## src/rtl/short_poly_gen.sv

```systemverilog
// short_poly_gen: fills a coefficient RAM with a random ternary polynomial,
// either uniform small or fixed-weight short, from a private 32-bit LFSR.
module short_poly_gen #(
  parameter int P  = 757,
  parameter int W  = 286,
  parameter int Q  = 5167,
  parameter int DW = 13,
  parameter int AW = 11
) (
  input  logic          clk,
  input  logic          rst_n,
  input  logic          start,
  input  logic          mode,
  input  logic [31:0]   seed,
  input  logic [DW-1:0] mem_rdata,
  output logic [AW-1:0] mem_addr,
  output logic [DW-1:0] mem_wdata,
  output logic          mem_we,
  output logic          busy,
  output logic          done,
  output logic [AW-1:0] weight
);

  if (W > P) begin : g_bad_w
    $error("short_poly_gen: W must not exceed P");
  end
  if ((Q - 1) >= (1 << DW)) begin : g_bad_dw
    $error("short_poly_gen: Q-1 does not fit in DW bits");
  end
  if ((1 << AW) < P) begin : g_bad_aw
    $error("short_poly_gen: AW too narrow for P");
  end

  typedef enum logic [2:0] {
    S_IDLE,
    S_GEN,
    S_CLEAR,
    S_DRAW,
    S_CHECK,
    S_DONE
  } state_t;

  localparam logic [31:0]   TAPS = 32'h8020_0003;
  localparam logic [AW-1:0] LAST = AW'(P - 1);
  localparam logic [AW:0]   PLIM = (AW + 1)'(P);
  localparam logic [AW-1:0] WTGT = AW'(W);
  localparam logic [DW-1:0] POS  = DW'(1);
  localparam logic [DW-1:0] NEG  = DW'(Q - 1);

  state_t        state_q, state_d;
  logic [31:0]   lfsr_q, lfsr_d;
  logic [AW-1:0] i_q, i_d;
  logic [AW-1:0] r_q, r_d;
  logic          s_q, s_d;
  logic [AW-1:0] wt_q, wt_d;

  logic [31:0]   lfsr_adv;
  logic [AW-1:0] r_w;
  logic          s_w;
  logic [1:0]    t_w;
  logic          in_rng;
  logic          hit;

  assign lfsr_adv = {1'b0, lfsr_q[31:1]}
                  ^ (lfsr_q[0] ? TAPS : 32'h0);
  assign r_w      = lfsr_q[AW-1:0];
  assign s_w      = lfsr_q[AW];
  assign t_w      = lfsr_q[1:0];
  assign in_rng   = {1'b0, r_w} < PLIM;
  assign hit      = mem_rdata != '0;

  always_comb begin
    state_d   = state_q;
    lfsr_d    = lfsr_q;
    i_d       = i_q;
    r_d       = r_q;
    s_d       = s_q;
    wt_d      = wt_q;
    mem_addr  = '0;
    mem_wdata = '0;
    mem_we    = 1'b0;
    unique case (state_q)
      S_IDLE: begin
        if (start) begin
          lfsr_d  = (seed == 32'h0) ? 32'h1 : seed;
          i_d     = '0;
          wt_d    = '0;
          state_d = mode ? S_CLEAR : S_GEN;
        end
      end
      S_GEN: begin
        lfsr_d = lfsr_adv;
        if (t_w != 2'b11) begin
          mem_we   = 1'b1;
          mem_addr = i_q;
          unique case (1'b1)
            (t_w == 2'b01): mem_wdata = POS;
            (t_w == 2'b10): mem_wdata = NEG;
            default:        mem_wdata = '0;
          endcase
          if (t_w != 2'b00) wt_d = wt_q + 1'b1;
          i_d = i_q + 1'b1;
          if (i_q == LAST) state_d = S_DONE;
        end
      end
      S_CLEAR: begin
        mem_we   = 1'b1;
        mem_addr = i_q;
        i_d      = i_q + 1'b1;
        if (i_q == LAST)
          state_d = (W == 0) ? S_DONE : S_DRAW;
      end
      S_DRAW: begin
        lfsr_d   = lfsr_adv;
        mem_addr = r_w;
        if (in_rng) begin
          r_d     = r_w;
          s_d     = s_w;
          state_d = S_CHECK;
        end
      end
      S_CHECK: begin
        mem_addr = r_q;
        if (hit) begin
          state_d = S_DRAW;
        end else begin
          mem_we    = 1'b1;
          mem_wdata = s_q ? NEG : POS;
          wt_d      = wt_q + 1'b1;
          // wt_d is the post-write count
          state_d   = (wt_d == WTGT) ? S_DONE : S_DRAW;
        end
      end
      S_DONE:  state_d = S_IDLE;
      default: state_d = S_IDLE;
    endcase
  end

  always_ff @(posedge clk or negedge rst_n) begin
    if (!rst_n) begin
      state_q <= S_IDLE;
      lfsr_q  <= 32'h1;
      i_q     <= '0;
      r_q     <= '0;
      s_q     <= 1'b0;
      wt_q    <= '0;
    end else begin
      state_q <= state_d;
      lfsr_q  <= lfsr_d;
      i_q     <= i_d;
      r_q     <= r_d;
      s_q     <= s_d;
      wt_q    <= wt_d;
    end
  end

  assign busy   = (state_q == S_GEN)  || (state_q == S_CLEAR)
               || (state_q == S_DRAW) || (state_q == S_CHECK);
  assign done   = state_q == S_DONE;
  assign weight = wt_q;

endmodule

```

## config.mk

```make
export PLATFORM = sky130hd
export DESIGN_NAME = short_poly_gen
export DESIGN_NICKNAME = d
export VERILOG_FILES = /design/src/rtl/short_poly_gen.sv
export SDC_FILE = /design/constraint.sdc
export NUM_CORES = 1
export LEC_CHECK = 0
export ABC_AREA = 0
export BUFFER_PORTS_ARGS = -buffer_cell sky130_fd_sc_hd__clkbuf_2
export CAP_MARGIN = 25
export CORE_MARGIN = 4
export CORE_UTILIZATION = 55
export DETAILED_ROUTE_END_ITERATION = 6
export HOLD_SLACK_MARGIN = 0.12
export PLACE_DENSITY = 0.79
export SYNTH_ARGS = -nofsm -noshare
export SYNTH_HDL_FRONTEND = slang
export SYNTH_SLANG_ARGS = --single-unit
```

## constraint.sdc

```tcl
create_clock -name clk -period 2.8 [get_ports clk]
set_input_delay 0.28 -clock clk [delete_from_list [all_inputs] [get_ports clk]]
set_output_delay 0.28 -clock clk [all_outputs]
set_load 0.1 [all_outputs]
```

==> results.txt, run 1 <==
WHS: 184.0 ps
Largest net degree at the start of global routing: 39
Initial antenna violation count: 0
Register area share after synthesis: 0.4273
Final Skew: 6.708 ps
First-pass GRT wire length: 16440 um
Area growth from synthesis to layout: 23.33%
Hold crit path type: input pin to register
DRC viols: 0
Share of cells above drive strength 1: 0.2466
CTS tree: built
Post-CTS setup buffers: 0
Global router's overall resource usage: 0.2338
Worst Path Max Fanout: 21
Final Core Density: 0.7143
Starting DRT DRC Count: 390
DRT Pass-1 Iters: 5
Critical path launch point type: register
Outcome: complete, no violations
RSZ-0062 raised after global routing: false
Post-Syn Area: 4044 um^2
Leakage: 2.270 nW
PortBufs: 80
Ports: 87
CTS max path bufs: 2
Setup crit end kind: output pin
Final period util: 0.9484
Num CTS Buffers: 9
N_diodes: 0
Asr flop ratio synth: 1.000
Vias in the first global route: 3516
Die Y: 93.75 um
Average wire per standard cell: 16.34 um
Clock Latency Late Sink: 340 ps
Final HPWL DP: 7330 um
Main synth FF type: dfrtp_1
Core Box Area: 6982 um^2
Synth unique cells: 59
CTS Sinks: 69
Kind of critical path: register to output pin
Initial Utilization: 0.5792
Final Wtd Congestion: 0.8341
FMAX: 376.6 MHz
Most frequent cells in the layout: dfrtp_1 (68), clkbuf_2 (61), nor2_1 (46)
Dpl cell area: 4746 um^2
Clock root cell: clkbuf_8
Final #Nets: 567
Fin. max-slew vios: 0
Power density cells: 1312 nW/um^2
Die X-Extent: 93.75 um
DP Worst Slack: 353.3 ps
Seq cells post-synth: 69
Setup tns final: 0 ps
Commonest non-fill, non-tap cell in the layout: dfrtp_1
Slew @ Worst Pin: 760.1 ps
YS warnings: 0
Standard-cell rows: 30
Worst VDD drop: 735.5 uV
Setup-failing EPs final: 0
Relative slew margins: 0.4894
Post-route cell area: 4987 um^2
Congestion Overflow GR: 0
EDFF count, synth: 0
Antenna Violating Nets Remaining: 0
Critical path data arrival time: 2380 ps
CP required: 2520 ps
Total routed wirelength: 9981 um
Final Hold Fails: 0
Fin crit period: 2655 ps
Syn_area_per_cell: 9.108 um^2
Vias/cell: 6.023
# Max-Cap Violations: 0
Via count: 3680
Synth Instances: 444
CTS H-tree depth: 3
Die ar.: 8788 um^2
Final setup margin: 144.5 ps
Reg clk slew, reported paths: 70 ps
[layout make-up]
class,instances,area (um^2)
clock inverter,4,70.07
tap,96,120.1
inverter,21,78.83
timing repair buffer,92,775.7
fill,529,1994
multi-input combinational,317,2059
clock buffer,12,155.1
sequential,69,1728
[registers in the layout, indices dropped and copies added (netlist names)]
signal   cells
lfsr_q      32
i_q         11
r_q         11
weight      11
state_q      3
s_q          1
[metal layers]
layer / GRT usage / up-vias / wire length, um
met2: 0.3666 / 160 / 4591
met5: 0 / - / 0
met1: 0.3244 / 1755 / 4464
met3: 0.05208 / 11 / 806
met4: 0.06980 / 0 / 118
li1: - / 1754 / -
[cells in the mapped netlist, types with 2 or more instances]
cell type	instances	area, um^2
o2111ai_1	2	17.52
nor4_1	10	62.56
inv_1	21	78.83
nor3_1	4	20.02
or3_1	3	18.77
o21bai_1	2	15.01
ha_1	8	100.1
and3_1	6	37.54
o211ai_1	5	37.54
nand2_1	25	93.84
nand4_1	6	37.54
a31oi_1	16	100.1
nand2b_1	8	50.05
clkbuf_1	24	90.09
o22ai_1	3	18.77
mux2_2	11	123.9
nor2_1	49	183.9
buf_4	11	82.58
nand3b_1	4	30.03
a222oi_1	11	110.1
and2_1	2	12.51
xor2_1	11	96.34
xnor2_1	4	35.03
dfrtp_1	68	1702
o2bb2ai_1	2	17.52
nand3_1	9	45.04
buf_6	2	22.52
buf_2	5	25.02
and4_1	5	43.79
o21a_1	3	22.52
a22oi_1	25	187.7
a21oi_1	36	180.2
o21ai_0	15	75.07
nor3b_1	3	22.52
[critical path, stage by stage (launching register included)]
cell      delay, ps
dfstp_2         630
ha_1            230
nor3b_1          90
o21ba_4         300
a222oi_1        450
inv_1           140
buf_12          190
[power by group]
group	internal, W	total [W]	leakage (nW)	switching, W
Clock	0.000548	0.000918	0.116	0.000371
Combinational	0.00131	0.00377	1.31	0.00246
Sequential	0.00141	0.00185	0.848	0.000442
[per-stage QoR]
step | cells | power, W
after floorplan | 449 | 0.004551
after global placement | 594 | 0.005472
after detailed placement | 594 | 0.005587
after CTS | 611 | 0.006528
after global routing | 611 | 0.006940
final | 611 | 0.006545
[kinds of logic (layout without fill, tap and decap cells)]
family                     Yosys count  after routing  share of synthesized area
AOI/OAI and AO/OA                  136            136                     0.2318
xor gates and xnor gates            15             15                    0.03249
adders and majority gates            8              8                    0.02475
buffers and inverters               63            129                    0.07395
DFF                                 69             69                     0.4273
muxes                               12             12                    0.03311
other                                1              6                  0.0009273
and+or+nand+nor                    140            140                     0.1757
[path summary, 6_finish.rpt]
| path | endpoint | slack [ps] | from | cells past startpoint |
|---|---|---|---|---|
| setup reg to reg | weight[2]$_DFFE_PN0P_ | 320 | lfsr_q[0]$_DFFE_PN1P_ | 6 |
| hold reg to reg | r_q[5]$_DFFE_PN0P_ | 510 | r_q[5]$_DFFE_PN0P_ | 1 |
| setup / recovery | mem_addr[0] | 140 | lfsr_q[0]$_DFFE_PN1P_ | 6 |
| min in group asynchronous | lfsr_q[25]$_DFFE_PN0P_ | 530 | rst_n | 2 |
| hold / removal | lfsr_q[18]$_DFFE_PN0P_ | 180 | seed[18] | 3 |
| max in group asynchronous | lfsr_q[0]$_DFFE_PN1P_ | 1560 | rst_n | 3 |
[timing repair]
item	in CTS	in global routing
endpoints found under the hold margin	31	0
hold buffers	1	0
resized for setup	0	1
endpoints found under the setup margin	0	3
Power figures use the tool's default switching activity.
==> run 2: changes to the inputs <==
--- a/config.mk
+++ b/config.mk
@@ -5,7 +5,7 @@
 export SDC_FILE = /design/constraint.sdc
 export NUM_CORES = 1
 export LEC_CHECK = 0
-export ABC_AREA = 0
+export ABC_AREA = 1
 export BUFFER_PORTS_ARGS = -buffer_cell sky130_fd_sc_hd__clkbuf_2
 export CAP_MARGIN = 25
 export CORE_MARGIN = 4
==> run 2 against run 1 <==
  * Non-clock buffer count fell by 4
  * Sequential share of layout area is 0.99 points higher
  * Clock skew rose by 6.6 ps
  * Die area rose by 2.7%
  * Global-route usage increased by 0.68 points
  * Routed wire length up 2.9%
  * Largest cell class unchanged
  * Largest power group unchanged
  * Highest routed layer unchanged
==> results.txt, run 2 <==
Critical path launch point type: register
Setup crit end kind: output pin
Final setup margin: 166.9 ps
Global router's overall resource usage: 0.2406
Vias/cell: 5.296
Power density cells: 1167 nW/um^2
Syn_area_per_cell: 7.206 um^2
Post-route cell area: 4848 um^2
Average wire per standard cell: 13.59 um
Final period util: 0.9404
DP Cell Count: 740
Post-synth top area share: 0.4085
Pwr Total: 0.005656 W
Total routed wirelength: 10270 um
Largest net degree at the start of global routing: 32
Post-synthesis simple-gate area fraction: 0.2472
CTS H-tree depth: 3
Seq cells post-synth: 69
Worst-case reg-to-reg path depth: 10
Critical path data arrival time: 2350 ps
Final Hold Fails: 0
Num CTS Buffers: 9
Starting DRT DRC Count: 251
# Max-Cap Violations: 0
DRT Pass-1 Iters: 4
Worst Path Max Fanout: 13
Fin. max-slew vios: 0
Relative slew margins: 0.6339
Largest register FFs: 32
Reg clk slew, reported paths: 90 ps
Slew @ Worst Pin: 551.5 ps
Mux cell area share after synthesis: 0.002403
Vias in the first global route: 3747
N_diodes: 0
DP Worst Slack: 507.7 ps
FMAX: 379.8 MHz
PortBufs: 80
CTS max path bufs: 2
Reg with most FFs: lfsr_q
Share of cells above drive strength 1: 0.1918
CTS Sinks: 69
Core Box Area: 7292 um^2
Kind of critical path: register to output pin
Dpl cell area: 4623 um^2
Die X-Extent: 95.03 um
Fin crit period: 2633 ps
Die Y: 95.03 um
Ports: 87
Synth Instances: 578
Post-synth top cells: nand2_1 (97), inv_1 (92), nor2_1 (90), dfrtp_1 (68), o21ai_0 (65)
Compound-Gate Fraction of Synth Area: 0.1631
Initial Utilization: 0.5712
Die ar.: 9030 um^2
Most frequent cells in the layout: nand2_1 (97), inv_1 (92), nor2_1 (90)
Clock root cell: clkbuf_8
Final Skew: 13.27 ps
Standard-cell rows: 31
Final #Nets: 710
Most common cell in the netlist: nand2_1
Outcome: complete, no violations
Post-Synth Adder-Cell Area: 0.02403
YS warnings: 0
Main synth FF type: dfrtp_1
EDFF count, synth: 0
Leakage: 2.448 nW
Congestion Overflow GR: 0
Initial antenna violation count: 0
CTS tree: built
Layout Cells excl Fill: 756
CP required: 2520 ps
Setup-failing EPs final: 0
Via count: 4004
Asr flop ratio synth: 1.000
Worst VDD drop: 518.5 uV
Synth unique cells: 37
Register area share after synthesis: 0.4148
Dominant cell type by area after synthesis: dfrtp_1
Post-Syn Area: 4165 um^2
Clock Latency Late Sink: 350 ps
First-pass GRT wire length: 17180 um
Hold depth: 3
Hold crit path type: input pin to register
DRC viols: 0
Antenna Violating Nets Remaining: 0
Main combinational cell family by area after synthesis: simple AND/OR/NAND/NOR gates
Commonest non-fill, non-tap cell in the layout: nand2_1
Final HPWL DP: 7852 um
Final Wtd Congestion: 0.9158
Xor/xnor share of the synthesized area: 0.01472
Area contributors post-synth: dfrtp_1 (41%), nand2_1 (8.7%), inv_1 (8.3%)
Area growth from synthesis to layout: 16.40%
==> run 2: cell types whose count changed after synthesis, moves of 12 or more <==
cell      previous run  this run
a31oi_1             16         4
nor2_1              49        90
nand2_1             25        97
clkbuf_1            24        10
a21oi_1             36        13
a22oi_1             25         1
o21ai_0             15        65
inv_1               21        92
==> run 2: cells by family (layout without fill, tap and decap cells) <==
| family | count (synthesis) | in the layout |
|---|---|---|
| fa+ha+maj | 8 | 8 |
| other cells | 1 | 6 |
| flops | 69 | 69 |
| simple gates | 242 | 242 |
| mux | 1 | 1 |
| compound gates | 120 | 120 |
| buf+inv | 130 | 204 |
| xor+xnor | 7 | 7 |
==> run 2: what timing repair did <==
action | in CTS | in global routing
buffers inserted | 0 | 0
hold buffers | 1 | 0
endpoints found under the setup margin | 0 | 12
resized for setup | 0 | 19
endpoints found under the hold margin | 19 | 0
==> run 2: metal layers <==
metal / part of all wire / global-route usage
met5: 0 / 0
met3: 0.066 / 0.04578
met2: 0.46 / 0.3887
met1: 0.46 / 0.3281
met4: 0.014 / 0.07572
==> run 2: final timing paths <==
kind	startpoint	end	slack, ps
max	state_q[0]$_DFFE_PN0P_	mem_wdata[12]	170
min	seed[18]	lfsr_q[18]$_DFFE_PN0P_	190
max reg2reg	state_q[0]$_DFFE_PN0P_	weight[0]$_DFFE_PN0P_	700
min reg2reg	lfsr_q[7]$_DFFE_PN0P_	r_q[7]$_DFFE_PN0P_	510
max in group asynchronous	rst_n	lfsr_q[30]$_DFFE_PN0P_	1590
min in group asynchronous	rst_n	i_q[6]$_DFFE_PN0P_	420
==> run 2: critical path, stage by stage, from the launching register on <==
cell,delay (ps)
dfrtp_1,470
inv_2,130
nand2_2,80
inv_2,70
nand2_2,170
inv_2,180
nand3_1,170
o22ai_2,240
clkbuf_2,510
==> run 2: stage by stage <==
| stage | setup TNS [ps] | utilization | hold WS [ps] |
|---|---|---|---|
| floorplan | 0 | - | -15.59 |
| global placement | 0 | 0.6340 | 269.0 |
| detailed placement | 0 | 0.6340 | 272.5 |
| CTS | 0 | 0.6621 | 173.1 |
| global route | -13.30 | 0.6649 | 197.4 |
| finish | 0 | 0.6649 | 185.8 |
==> run 2: where the power goes <==
group	internal (W)	total, W	switching [W]	leakage, nW
logic	0.000794	0.00324	0.00245	1.47
registers	0.00137	0.00160	0.000228	0.884
clock network	0.000416	0.000817	0.000401	0.0927
==> run 2: layout make-up <==
cell class / instances / area (um^2)
timing repair buffer: 88 / 508.0
multi-input combinational: 384 / 1914
clock inverter: 6 / 71.32
sequential: 69 / 1728
tap: 99 / 123.9
inverter: 101 / 379.1
fill: 666 / 2444
clock buffer: 9 / 123.9
